### src/rtl/elm_layer_sequencer.sv
// elm_layer_sequencer
// Sequences one hidden layer of neurons. It loads per-neuron weights and biases
// from a config stream. It then broadcasts each input vector to every neuron,
// collects one result per neuron and drains the results in neuron-index order.
module elm_layer_sequencer #(
   parameter int LAYER_NO   = 1,
   parameter int NUM_NEURON = 30,
   parameter int NUM_WEIGHT = 128,
   parameter int DATA_W     = 16,
   parameter int OUT_W      = 16,
   parameter int TIMEOUT    = 512
) (
   input  logic                        clk,
   input  logic                        rst,
   input  logic                        cfg_start,
   input  logic [DATA_W-1:0]           cfg_data,
   input  logic                        cfg_valid,
   output logic                        cfg_ready,
   input  logic [DATA_W-1:0]           in_data,
   input  logic                        in_valid,
   output logic                        in_ready,
   output logic                        weight_valid,
   output logic [DATA_W-1:0]           weight_value,
   output logic [NUM_NEURON-1:0]       bias_valid,
   output logic [DATA_W-1:0]           bias_value,
   output logic [2*DATA_W:0]           config_layer_num,
   output logic [2*DATA_W:0]           config_neuron_num,
   output logic [DATA_W-1:0]           my_input,
   output logic                        my_input_valid,
   input  logic [NUM_NEURON-1:0]       neuron_outvalid,
   input  logic [NUM_NEURON*OUT_W-1:0] neuron_out,
   output logic [OUT_W-1:0]            out_data,
   output logic                        out_valid,
   input  logic                        out_ready,
   output logic                        cfg_done,
   output logic                        busy,
   output logic                        err_timeout
);

   localparam int CN_W = 2*DATA_W + 1;
   localparam int N_W  = (NUM_NEURON > 1) ? $clog2(NUM_NEURON) : 1;
   localparam int W_W  = (NUM_WEIGHT > 1) ? $clog2(NUM_WEIGHT) : 1;
   localparam int T_W  = (TIMEOUT > 1)    ? $clog2(TIMEOUT)    : 1;

   localparam logic [N_W-1:0]        N_LAST   = N_W'(NUM_NEURON - 1);
   localparam logic [W_W-1:0]        W_LAST   = W_W'(NUM_WEIGHT - 1);
   localparam logic [T_W-1:0]        T_LAST   = T_W'(TIMEOUT - 1);
   localparam logic [NUM_NEURON-1:0] NEURON0  = NUM_NEURON'(1);

   localparam logic [2:0] S_IDLE     = 3'd0;
   localparam logic [2:0] S_LOAD_W   = 3'd1;
   localparam logic [2:0] S_LOAD_B   = 3'd2;
   localparam logic [2:0] S_READY    = 3'd3;
   localparam logic [2:0] S_STREAM   = 3'd4;
   localparam logic [2:0] S_WAIT_OUT = 3'd5;
   localparam logic [2:0] S_DRAIN    = 3'd6;

   logic [2:0]            state;
   logic [N_W-1:0]        n;        // neuron being loaded
   logic [W_W-1:0]        w;        // weight index within the neuron
   logic [W_W-1:0]        k;        // input elements accepted in this vector
   logic [N_W-1:0]        j;        // drain index
   logic [T_W-1:0]        timer;    // cycles spent in WAIT_OUT
   logic [NUM_NEURON-1:0] mask;     // which neuron results have been captured
   logic [NUM_NEURON-1:0] mask_next;
   logic [OUT_W-1:0]      cap [NUM_NEURON];

   logic cfg_fire;
   logic in_fire;
   logic in_take;

   assign cfg_ready        = (state == S_LOAD_W) || (state == S_LOAD_B);
   assign in_ready         = (state == S_READY)  || (state == S_STREAM);
   assign out_valid        = (state == S_DRAIN);
   assign busy             = (state == S_LOAD_W) || (state == S_LOAD_B) || (state == S_STREAM) ||
                             (state == S_WAIT_OUT) || (state == S_DRAIN);
   assign config_layer_num = CN_W'(LAYER_NO);

   assign cfg_fire  = cfg_valid && cfg_ready;
   assign in_fire   = in_valid && in_ready;
   // A reload request in READY wins over a coincident input word, which is then dropped
   // so that every broadcast strobe belongs to a counted vector element.
   assign in_take   = in_fire && !((state == S_READY) && cfg_start);
   assign mask_next = mask | neuron_outvalid;

   // Control FSM: load sequencing, vector counting, result collection and drain.
   always_ff @(posedge clk or negedge rst) begin
      if (!rst) begin
         state       <= S_IDLE;
         n           <= '0;
         w           <= '0;
         k           <= '0;
         j           <= '0;
         timer       <= '0;
         mask        <= '0;
         cfg_done    <= 1'b0;
         err_timeout <= 1'b0;
      end else begin
         err_timeout <= 1'b0;
         case (state)
            S_IDLE: begin
               if (cfg_start) begin
                  n     <= '0;
                  w     <= '0;
                  state <= S_LOAD_W;
               end
            end
            S_LOAD_W: begin
               if (cfg_fire) begin
                  if (w == W_LAST) begin
                     w     <= '0;
                     state <= S_LOAD_B;
                  end else begin
                     w <= w + 1'b1;
                  end
               end
            end
            S_LOAD_B: begin
               if (cfg_fire) begin
                  if (n == N_LAST) begin
                     cfg_done <= 1'b1;
                     state    <= S_READY;
                  end else begin
                     n     <= n + 1'b1;
                     w     <= '0;
                     state <= S_LOAD_W;
                  end
               end
            end
            S_READY, S_STREAM: begin
               if ((state == S_READY) && cfg_start) begin
                  cfg_done <= 1'b0;
                  n        <= '0;
                  w        <= '0;
                  state    <= S_LOAD_W;
               end else if (in_take) begin
                  if (k == W_LAST) begin
                     k     <= '0;
                     timer <= '0;
                     state <= S_WAIT_OUT;
                  end else begin
                     k     <= k + 1'b1;
                     state <= S_STREAM;
                  end
               end
            end
            S_WAIT_OUT: begin
               mask <= mask_next;
               if (&mask_next) begin
                  state <= S_DRAIN;
               end else if (timer == T_LAST) begin
                  err_timeout <= 1'b1;
                  state       <= S_DRAIN;
               end else begin
                  timer <= timer + 1'b1;
               end
            end
            S_DRAIN: begin
               if (out_ready) begin
                  if (j == N_LAST) begin
                     j     <= '0;
                     mask  <= '0;
                     state <= S_READY;
                  end else begin
                     j <= j + 1'b1;
                  end
               end
            end
            default: state <= S_IDLE;
         endcase
      end
   end

   // Neuron-side strobes: one registered strobe per accepted config or input word.
   always_ff @(posedge clk or negedge rst) begin
      if (!rst) begin
         weight_valid      <= 1'b0;
         weight_value      <= '0;
         bias_valid        <= '0;
         bias_value        <= '0;
         config_neuron_num <= '0;
         my_input_valid    <= 1'b0;
         my_input          <= '0;
      end else begin
         weight_valid   <= 1'b0;
         bias_valid     <= '0;
         my_input_valid <= 1'b0;
         if ((state == S_LOAD_W) && cfg_fire) begin
            weight_valid      <= 1'b1;
            weight_value      <= cfg_data;
            config_neuron_num <= CN_W'(n);
         end
         if ((state == S_LOAD_B) && cfg_fire) begin
            bias_valid <= NEURON0 << n;
            bias_value <= cfg_data;
         end
         if (in_take) begin
            my_input_valid <= 1'b1;
            my_input       <= in_data;
         end
      end
   end

   // Result capture: every neuron pulsing during WAIT_OUT is latched that cycle.
   always_ff @(posedge clk or negedge rst) begin
      if (!rst) begin
         for (int i = 0; i < NUM_NEURON; i++) cap[i] <= '0;
      end else if (state == S_WAIT_OUT) begin
         for (int i = 0; i < NUM_NEURON; i++) begin
            if (neuron_outvalid[i]) cap[i] <= neuron_out[i*OUT_W +: OUT_W];
         end
      end
   end

   // Drain mux: entries never captured (timeout) read as zero.
   always_comb begin
      out_data = '0;
      if ((state == S_DRAIN) && mask[j]) out_data = cap[j];
   end

endmodule

### config.mk
export PLATFORM = sky130hd
export DESIGN_NAME = elm_layer_sequencer
export DESIGN_NICKNAME = d
export VERILOG_FILES = /design/src/rtl/elm_layer_sequencer.sv
export SDC_FILE = /design/constraint.sdc
export NUM_CORES = 1
export LEC_CHECK = 0
export CORE_AREA = 2 2 281 283
export DETAILED_ROUTE_END_ITERATION = 7
export DIE_AREA = 0 0 283 285
export PLACE_DENSITY = 0.69
export REMOVE_ABC_BUFFERS = 1
export SETUP_SLACK_MARGIN = 0.05
export SYNTH_ARGS = -nofsm -noshare
export SYNTH_HDL_FRONTEND = slang
export SYNTH_SLANG_ARGS = --single-unit
### constraint.sdc
create_clock -name clk -period 5.3 [get_ports clk]
set_input_delay 1.59 -clock clk [delete_from_list [all_inputs] [get_ports clk]]
set_output_delay 1.59 -clock clk [all_outputs]
set_load 0.005 [all_outputs]
==> metrics.yaml <==
status: "complete, no violations"
finalHoldViolations: 0
synth.mux.area_fraction: 0.299
post-synth-top-area-cell: "dfrtp_1"
cts.path.max_buffers: 3
synth_edf_count: 0
cp_max_fo: 16
crit_path_start_kind: "flip-flop"
grt_pass1_vias: 22200
vdd_ir_drop_max_v: 0.000224
core_area_sq_um: 78000
synth_common_cells: "633 x dfrtp_1, 523 x mux2_2, 161 x nand2_1"
port_buffers: 654
postSynthCellCount: 2124
slew_headroom: 0.0988
holdPathStages: 2
yosys.area_share.simple: 0.0608
final_cells: 3916
postRouteAntennaNets: 0
ys_seq_elements: 633
cts_tree: "done"
grtUsageTotal: 0.252
num_vias: 20800
synth_top_family_by_area: "multiplexers"
synth_flop_cell: "dfrtp_1"
maxCapViolCount: 0
fin_util: 0.504
synth-warning-count: 0
min_path_type: "reg -> reg"
worstSkewPairLatency_ns: 0.63
syn_avg_cell_area_sq_um: 13.7
fin_crit_ns: 5.18
async_reset_ff_frac: 1.00
worst_pin_slew_ns: 1.35
firstDrtPassIters: 5
leakage_nw: 16.9
final_nets: 3356
worstSetupEndpointType: "output pin"
die_w_microns: 283
arrival_ns: 3.59
io_pins: 716
grt_max_degree: 116
reg2reg_depth: 5
skew_ns: 0.0372
start_util: 0.374
cts-root-buf: "clkbuf_16"
cts_buffers: 72
yosysTopAreaCellShare: 0.543
rsz0062_at_grt: "false"
path_clk_slew_ns: 0.06
ys_types: 61
via_per_inst: 5.30
layout_worst_path_cycle_share: 0.978
row_count: 103
grt-ovfl-total: 0
drt_iter0_markers: 1457
drive_above_1_share: 0.284
setup_viol: 0
powerDensity_nw_per_um2: 519
slew_violations: 0
die_h_microns: 285
crit_required_ns: 3.71
wl_per_cell_microns: 26.3
grt_antenna_before_repair: 26
setup_tns_ns: 0
critPathKind: "reg -> out"
synthXorXnorAreaFrac: 0.00120
netlist_top_cells_area: "dfrtp_1 54%, mux2_2 20%, mux4_2 4.1%"
grt_pass1_wl_microns: 149000
place_congestion: 0.924
numPlacedInstances: 3761
totalWireLength_microns: 103000
cts_sinks: 633
die_area_sq_um: 80700
synth_compound_gate_area_share: 0.0470
ys_seq_area_frac: 0.543
cts-htree-levels: 3
syn-cell-area_sq_um: 29200
post-route-drc-count: 0
area_growth_pct: 34.6
fmax_mhz: 193
hpwlAfterDp_microns: 79200
yosysMostFrequentCell: "dfrtp_1"
synthAdderAreaFrac: 0.00514
[per-layer routing]
metal  vias up  routed length [microns]  track usage
met5         -                      168            0
met2       862                    51300        0.431
met1     10700                    40700        0.310
li1       8987                        -            -
met3       193                     7170       0.0592
met4        28                     3750       0.0924
[final cells by class]
cell class	instances	area (sq um)
Tap cell	1050	1310
Clock inverter	27	403
Clock buffer	106	2200
Fill cell	6616	38700
Multi-Input combinational cell	1359	12300
Sequential cell	633	15900
Timing Repair Buffer	714	7110
Antenna cell	11	27.5
Inverter	16	63.8
[metrics by stage]
stage / setup WS, ns / instance area (sq um) / hold slack (ns) / power, mW
after floorplan: -3.51 / 28200 / 0.438 / 12.1
after global placement: 0.463 / 36500 / 0.458 / 14.7
after detailed placement: 0.469 / 36500 / 0.461 / 15.0
after CTS: 0.111 / 39200 / 0.476 / 20.5
after global routing: 0.0586 / 39300 / 0.509 / 21.4
final: 0.116 / 39300 / 0.471 / 20.4
[sequential cells by signal, summed over array words and instances (netlist names), 3 cells and up]
register           flops
weight_value          16
timer                  9
state                  3
cap                  480
my_input              16
bias_valid            30
mask                  30
w                      7
n                      5
config_neuron_num      5
bias_value            16
j                      5
k                      7
[logic make-up (layout without fill, tap and decap cells)]
group,count (synthesis),in the layout
multiplexers,681,681
flip-flops,633,633
AND/OR/NAND/NOR,395,395
AO/OA/AOI/OAI,206,206
buffers and inverters,191,863
adder cells (fa/ha/maj),12,12
XOR/XNOR,4,4
other,2,72
[layout by cell type, fill, tap and decap left out, types with 10 or more instances in the layout]
| cell | count |
|---|---|
| nand2_2 | 25 |
| a221oi_1 | 11 |
| buf_4 | 52 |
| dfrtp_1 | 628 |
| o21ai_0 | 42 |
| mux2i_1 | 68 |
| nor3_1 | 38 |
| a211o_1 | 13 |
| o211ai_1 | 16 |
| clkbuf_16 | 74 |
| nand2b_1 | 16 |
| ha_1 | 12 |
| mux4_1 | 37 |
| clkbuf_8 | 23 |
| nand2_1 | 161 |
| inv_1 | 15 |
| mux2_2 | 523 |
| conb_1 | 61 |
| o22ai_1 | 21 |
| nor2_1 | 92 |
| a21oi_1 | 47 |
| clkdlybuf4s50_1 | 652 |
| nand3_1 | 20 |
| mux4_2 | 53 |
| diode_2 | 11 |
| o31ai_1 | 10 |
[repair_timing]
action | in CTS | in global routing
gates resized for setup | 4 | 0
endpoints found under the setup margin | 12 | 1
pin swaps | 0 | 0
hold buffers | 0 | 0
setup buffers | 4 | 7
[where the power goes]
group          total [mW]  internal, mW  switching (mW)
Combinational        6.79          3.84            2.94
Sequential           8.20          6.90            1.30
Clock                5.41          3.30            2.12
Total                20.4          14.0            6.36
[path summary, 6_finish.rpt]
check,from,endpoint,slack [ns]
hold reg to reg,bias_value[15],bias_value[15],0.47
max in group asynchronous,rst,bias_valid[19],2.87
min in group asynchronous,rst,weight_value[2],1.05
hold / removal,bias_value[15],bias_value[15],0.47
setup reg to reg,state[0],cap[339],2.20
setup / recovery,j[0],out_data[1],0.12
[critical path, cell delays in order (launching register included)]
cell,delay [ns]
dfrtp_4,0.63
buf_4,0.24
mux4_2,0.33
mux2i_1,0.17
a211o_1,0.49
a211oi_1,0.52
clkdlybuf4s50_1,0.60
No activity file was read; power rests on OpenSTA's default activity.
